`config.mk`:
```
export PLATFORM = sky130hd
export DESIGN_NAME = router_switch_alloc
export DESIGN_NICKNAME = d
export VERILOG_FILES = /design/src/rtl/router_switch_alloc_pkg.sv /design/src/rtl/router_switch_alloc_out.sv /design/src/rtl/router_switch_alloc.sv
export SDC_FILE = /design/constraint.sdc
export NUM_CORES = 1
export LEC_CHECK = 0
export ABC_AREA = 0
export ABC_CLOCK_PERIOD_IN_PS = 5100
export CAP_MARGIN = 20
export CELL_PAD_IN_SITES_DETAIL_PLACEMENT = 1
export CELL_PAD_IN_SITES_GLOBAL_PLACEMENT = 2
export CORE_ASPECT_RATIO = 1.1
export CORE_UTILIZATION = 32
export CTS_BUF_LIST = sky130_fd_sc_hd__clkbuf_8
export DETAILED_ROUTE_END_ITERATION = 12
export PLACE_DENSITY = 0.78
export SKIP_LAST_GASP = 1
export SYNTH_ARGS = -nofsm -noshare
export SYNTH_HDL_FRONTEND = slang
export SYNTH_SLANG_ARGS = --single-unit
```
`constraint.sdc`:
```
create_clock -name clk -period 5.1 [get_ports clk]
set_input_delay 1.02 -clock clk [delete_from_list [all_inputs] [get_ports clk]]
set_output_delay 1.02 -clock clk [all_outputs]
set_load 0.005 [all_outputs]
```
`src/rtl/router_switch_alloc_pkg.sv`:
```
// Shared constants and types for the mesh router switch allocator.
package router_pkg;

    localparam int NPORT     = 5;
    localparam int IDX_W     = 3;
    localparam int DEPTH_DEF = 4;

    localparam int PORT_L = 0;
    localparam int PORT_N = 1;
    localparam int PORT_E = 2;
    localparam int PORT_S = 3;
    localparam int PORT_W = 4;

    typedef enum logic {
        IDLE,
        LOCKED
    } alloc_state_t;

endpackage

```
`src/rtl/router_switch_alloc_out.sv`:
```
// One output port: round-robin head arbitration, wormhole lock and downstream credit count.
module router_out_alloc
    import router_pkg::*;
#(
    parameter int DEPTH = DEPTH_DEF,
    parameter int CW    = 3
) (
    input  logic             clk,
    input  logic             rst,
    input  logic [NPORT-1:0] req_vld,
    input  logic [NPORT-1:0] dst_hit,
    input  logic [NPORT-1:0] head,
    input  logic [NPORT-1:0] tail,
    input  logic             credit_ret,
    output logic [NPORT-1:0] gnt,
    output logic [IDX_W-1:0] sel,
    output logic             vld
);

    alloc_state_t     state;
    logic [IDX_W-1:0] owner;
    logic [IDX_W-1:0] last;
    logic [CW-1:0]    credit;

    logic [NPORT-1:0] cand;
    logic [IDX_W-1:0] win;
    logic             found;

    assign cand = req_vld & head & dst_hit;

    // Search starts just after the last-served input so it ends up lowest priority.
    always_comb begin
        logic [IDX_W:0] idx;
        idx   = '0;
        win   = '0;
        found = 1'b0;
        for (int k = 1; k <= NPORT; k++) begin
            idx = {1'b0, last} + (IDX_W+1)'(k);
            if (idx >= (IDX_W+1)'(NPORT))
                idx = idx - (IDX_W+1)'(NPORT);
            if (!found && cand[idx[IDX_W-1:0]]) begin
                found = 1'b1;
                win   = idx[IDX_W-1:0];
            end
        end
    end

    always_comb begin
        vld = 1'b0;
        sel = '0;
        gnt = '0;
        if (!rst && credit != '0) begin
            case (state)
                IDLE: begin
                    if (found) begin
                        vld = 1'b1;
                        sel = win;
                    end
                end
                LOCKED: begin
                    if (req_vld[owner] && dst_hit[owner]) begin
                        vld = 1'b1;
                        sel = owner;
                    end
                end
                default: ;
            endcase
        end
        if (vld)
            gnt[sel] = 1'b1;
    end

    always_ff @(posedge clk) begin
        if (rst) begin
            state  <= IDLE;
            owner  <= '0;
            last   <= IDX_W'(PORT_W);
            credit <= CW'(DEPTH);
        end else begin
            case ({vld, credit_ret})
                2'b10:   credit <= credit - CW'(1);
                2'b01:   if (credit != CW'(DEPTH)) credit <= credit + CW'(1);
                default: ;
            endcase
            if (vld) begin
                if (state == IDLE) begin
                    last <= sel;
                    if (!tail[sel]) begin
                        state <= LOCKED;
                        owner <= sel;
                    end
                end else if (tail[owner]) begin
                    state <= IDLE;
                end
            end
        end
    end

endmodule

```
`src/rtl/router_switch_alloc.sv`:
```
// 5-port switch allocator: one router_out_alloc per output, grants merged into FIFO pops.
module router_switch_alloc
    import router_pkg::*;
#(
    parameter int DEPTH = DEPTH_DEF,
    parameter int CW    = 3
) (
    input  logic                     clk,
    input  logic                     rst,
    input  logic [NPORT-1:0]         req_vld_i,
    input  logic [NPORT*NPORT-1:0]   req_dst_i,
    input  logic [NPORT-1:0]         head_i,
    input  logic [NPORT-1:0]         tail_i,
    input  logic [NPORT-1:0]         credit_ret_i,
    output logic [NPORT-1:0]         gnt_o,
    output logic [IDX_W*NPORT-1:0]   xbar_sel_o,
    output logic [NPORT-1:0]         xbar_vld_o
);

    logic [NPORT-1:0][NPORT-1:0] dst_hit;
    logic [NPORT-1:0][NPORT-1:0] gnt_vec;
    logic [NPORT-1:0][IDX_W-1:0] sel_vec;

    for (genvar o = 0; o < NPORT; o++) begin : g_out
        // Transpose: output o sees bit o of every input's one-hot destination.
        for (genvar i = 0; i < NPORT; i++) begin : g_in
            assign dst_hit[o][i] = req_dst_i[NPORT*i + o];
        end

        router_out_alloc #(
            .DEPTH (DEPTH),
            .CW    (CW)
        ) u_out (
            .clk        (clk),
            .rst        (rst),
            .req_vld    (req_vld_i),
            .dst_hit    (dst_hit[o]),
            .head       (head_i),
            .tail       (tail_i),
            .credit_ret (credit_ret_i[o]),
            .gnt        (gnt_vec[o]),
            .sel        (sel_vec[o]),
            .vld        (xbar_vld_o[o])
        );
    end

    assign xbar_sel_o = sel_vec;

    always_comb begin
        gnt_o = '0;
        for (int o = 0; o < NPORT; o++)
            gnt_o = gnt_o | gnt_vec[o];
    end

endmodule

```
==> impl_metrics.csv <==
group,metric,value,unit
outcome,status,"finished, violations left",
outcome,failed_checks,"setup timing",
setup_path,path_max_fanout,4,
timing,worstMarginPinSlew,1060,ps
timing,post-route-min-period,5170,ps
place,place_inst,1882,
place,hpwl,30900,um
die,ios,72,
timing,final_max_slew_viol_count,0,
power_and_ir_drop,p_int,4040,uW
timing,rsz0062_at_grt,"yes",
hold_path,hold_path_end,"g_out[1].u_out.credit[2]",
clock_tree,cts_tree,"built",
cells_and_area,final_layout_size_suffix_gt1_share,35.0,%
setup_path,critPathMaxStageDelay,550,ps
hold_path,whs_path_depth,2,
timing,fmax,193,MHz
place,globalplace.congestion,0.958,
cells_and_area,syn2layout_area_growth,50.0,%
synth,yosys_most_used_dff,"dfxtp_1",
clock_tree,clockBufferDepth,2,
timing,hold_viol,0,
synth,ys_types,89,
synth,synth.area.top_cells,"dfxtp_1, ha_1, a21oi_1, mux2i_1, o21ai_0",
power_and_ir_drop,switchingPower,4020,uW
clock_tree,holdBufCountCts,0,
synth,syn_area,0.00869,mm^2
drt,firstDrtPassIters,7,
synth,synth_top_area_share,11.5,%
timing,fin_worst_skew,14.0,ps
power_and_ir_drop,seqPwrFrac,9.2,%
drt,antenna_left,0,
timing,setup_viol,2,
power_and_ir_drop,clockPowerShare,3.6,%
clock_tree,cts-root-buf,"clkbuf_8",
synth,synth.most_common_cell,"a21oi_1",
clock_tree,worstSkewPairLatency,350,ps
clock_tree,cts_made_buffers,5,
die,die_h,175,um
hold_path,hp-start,"g_out[1].u_out.credit[2]",
drt,drt_first_iter_violations,550,
cells_and_area,fin_nets,1674,
global_routing,track_usage,27.4,%
setup_path,start_kind,"primary input",
cells_and_area,fin_util,49.4,%
setup_path,crit_type,"in2out",
drt,wl,39200,um
clock_tree,htree_levels,2,
setup_path,rr_endpoint,"g_out[4].u_out.credit[1]",
global_routing,grt_overflow_total,0,
synth,synth_edf_count,0,
power_and_ir_drop,total_leakage_power,0.00568,uW
timing,layout_setup_ws,-73.7,ps
power_and_ir_drop,power_frac_comb,87.2,%
die,core_area,0.0264,mm^2
timing,slew_headroom,28.7,%
synth,ys_ff_latch,50,
global_routing,antenna_found_initial,0,
synth,ys_seq_area_share,11.5,%
die,die-area,0.0278,mm^2
setup_path,end_kind,"output port",
setup_path,crit_path_top_delay_cell,"or4_1",
drt,drc,0,
synth,async_flop_share,0,%
die,rows,62,
run,drv_cap,0,
global_routing,grt_pass1_vias,11400,
setup_path,r2r_start,"g_out[4].u_out.last[0]",
place,io_buffers,71,
global_routing,grt_max_degree,25,
synth,syn_nets,1324,
synth,netlist_top_cells_count,"a21oi_1, nand2_1, nor2_1, o21ai_0, inv_1",
synth,synth_top_area_cell,"dfxtp_1",
die,initial_core_util,33.0,%
cells_and_area,num_antenna_cells,0,
power_and_ir_drop,switching_share,49.9,%
clock_tree,path_clk_slew,120,ps
clock_tree,clock-sinks,50,
setup_path,r2r_slack,540,ps
drt,dr_total_vias,11100,
power_and_ir_drop,ir_drop,290,uV
drt,routed_via_density,5.77,
global_routing,grt_pass1_wl,60700,um
cells_and_area,fillerInstances,3300,
setup_path,crit_buf_inv,3,
cells_and_area,fin_cells,1921,
synth,yosysWarnings,0,
drt,avgRoutedWirePerCell,20.4,um
setup_path,rr_worst_depth,18,
synth,syn_inst,1218,
synth,syn_area_per_cell,7.14,um^2
timing,finalCritPeriodShare,101,%
setup_path,crit_family,"simple AND/OR/NAND/NOR gates",
power_and_ir_drop,powerDensity,618,mW/mm^2
setup_path,critPathArrivalTime,4150,ps
die,die_x,159,um
hold_path,holdCritPathClass,"reg2reg",
setup_path,worstPathRequired,4080,ps
setup_path,crit_chain,"clkdlybuf4s50_1 > nand3_1 > nor2_1 > a211oi_2 > mux2_4 > nand4_1 > buf_4 > or3_1 > a22o_1 > nand2_2 > a21oi_4 > or4_1 > o211ai_1 > buf_2",
## state kept, by name, indices dropped and copies added, names as in the netlist
name / flops
g_out.u_out.last: 15
g_out.u_out.state: 5
g_out.u_out.owner: 15
g_out.u_out.credit: 15
## tightest hold or removal path: cells and delay by family (launching register included)
kind               cells  cell delay, ps
DFF                    1             360
AOI/OAI and AO/OA      1             100
and+or+nand+nor        1              70
## how the worst max path moves through the flow
stage                                      start  endpoint  cells after the start
after floorplan           g_out[2].u_out.last[0]  gnt_o[4]                     12
after global placement                 head_i[0]  gnt_o[1]                     13
after detailed placement               head_i[0]  gnt_o[1]                     13
after CTS                 g_out[3].u_out.last[0]  gnt_o[1]                     16
after global routing      g_out[0].u_out.last[1]  gnt_o[1]                     17
final                              req_dst_i[20]  gnt_o[1]                     14
## through the flow
step                      hold WS (ps)  power (uW)  cell area (um^2)  setup WS [ps]  TNS, ps
final                              547        8060             13000          -73.7     -102
after CTS                          554        7500             12400          -97.4     -236
after floorplan                    476        4080              8690            114        0
after global placement             503        6620             11900           -788    -6860
after detailed placement           526        6770             11900           -788    -7780
after global routing               574        8650             13000           -147     -519
## power by group through the flow
stage	logic, uW	registers [uW]	clock network [uW]
2_1_floorplan	3430	655	0
3_3_place_gp	5900	717	0
3_5_place_dp	6050	726	0
4_1_cts	6470	721	305
5_1_grt	7570	768	308
6_report	7030	739	294
## what timing repair did
item | in CTS | in global routing
pin swaps | 23 | 44
endpoints found under the setup margin | 22 | 23
buffers inserted | 18 | 13
gates resized for setup | 129 | 135
## cells by family (layout without fill, tap and decap cells)
kind of cell / Yosys count / count (layout) / share of synthesized area [%]
AOI/OAI and AO/OA: 407 / 407 / 32.0
xor gates and xnor gates: 20 / 20 / 2.02
adders and majority gates: 59 / 59 / 9.36
buffers and inverters: 131 / 482 / 6.05
DFF: 50 / 50 / 11.5
muxes: 66 / 66 / 9.16
and+or+nand+nor: 485 / 485 / 29.9
## cell usage in the layout, fill, tap and decap left out, types with 17 or more instances in the layout
master | Yosys | final
a21o_1 | 21 | 21
a21oi_1 | 105 | 94
mux2i_1 | 42 | 38
dfxtp_1 | 50 | 39
nand2_1 | 83 | 81
o21ai_0 | 79 | 62
inv_1 | 68 | 60
nand2b_1 | 30 | 29
nand3_1 | 63 | 53
buf_4 | 5 | 319
or3_1 | 21 | 18
ha_1 | 49 | 34
nor3_1 | 44 | 40
nor2_1 | 83 | 80
clkdlybuf4s50_1 | 0 | 42
o21ai_1 | 8 | 18
nor2b_1 | 23 | 17
and3_1 | 34 | 29
o211ai_1 | 25 | 25
## metal layers
layer,track usage [%],part of all wire (%)
met1,34.1,44
met2,49.2,50
met3,2.02,3.5
met4,10.3,3.2
met5,0,0
## area by class of cell
cell class	instances	area, um^2	area share (%)
Multi-Input combinational cell	1037	7970	61.1
Timing Repair Buffer	403	3230	24.8
Sequential cell	50	1020	7.84
Tap cell	352	440	3.38
Inverter	71	279	2.14
Clock buffer	5	68.8	0.528
Clock inverter	3	25.0	0.192
Note: power is estimated with default switching activity, not from simulation.
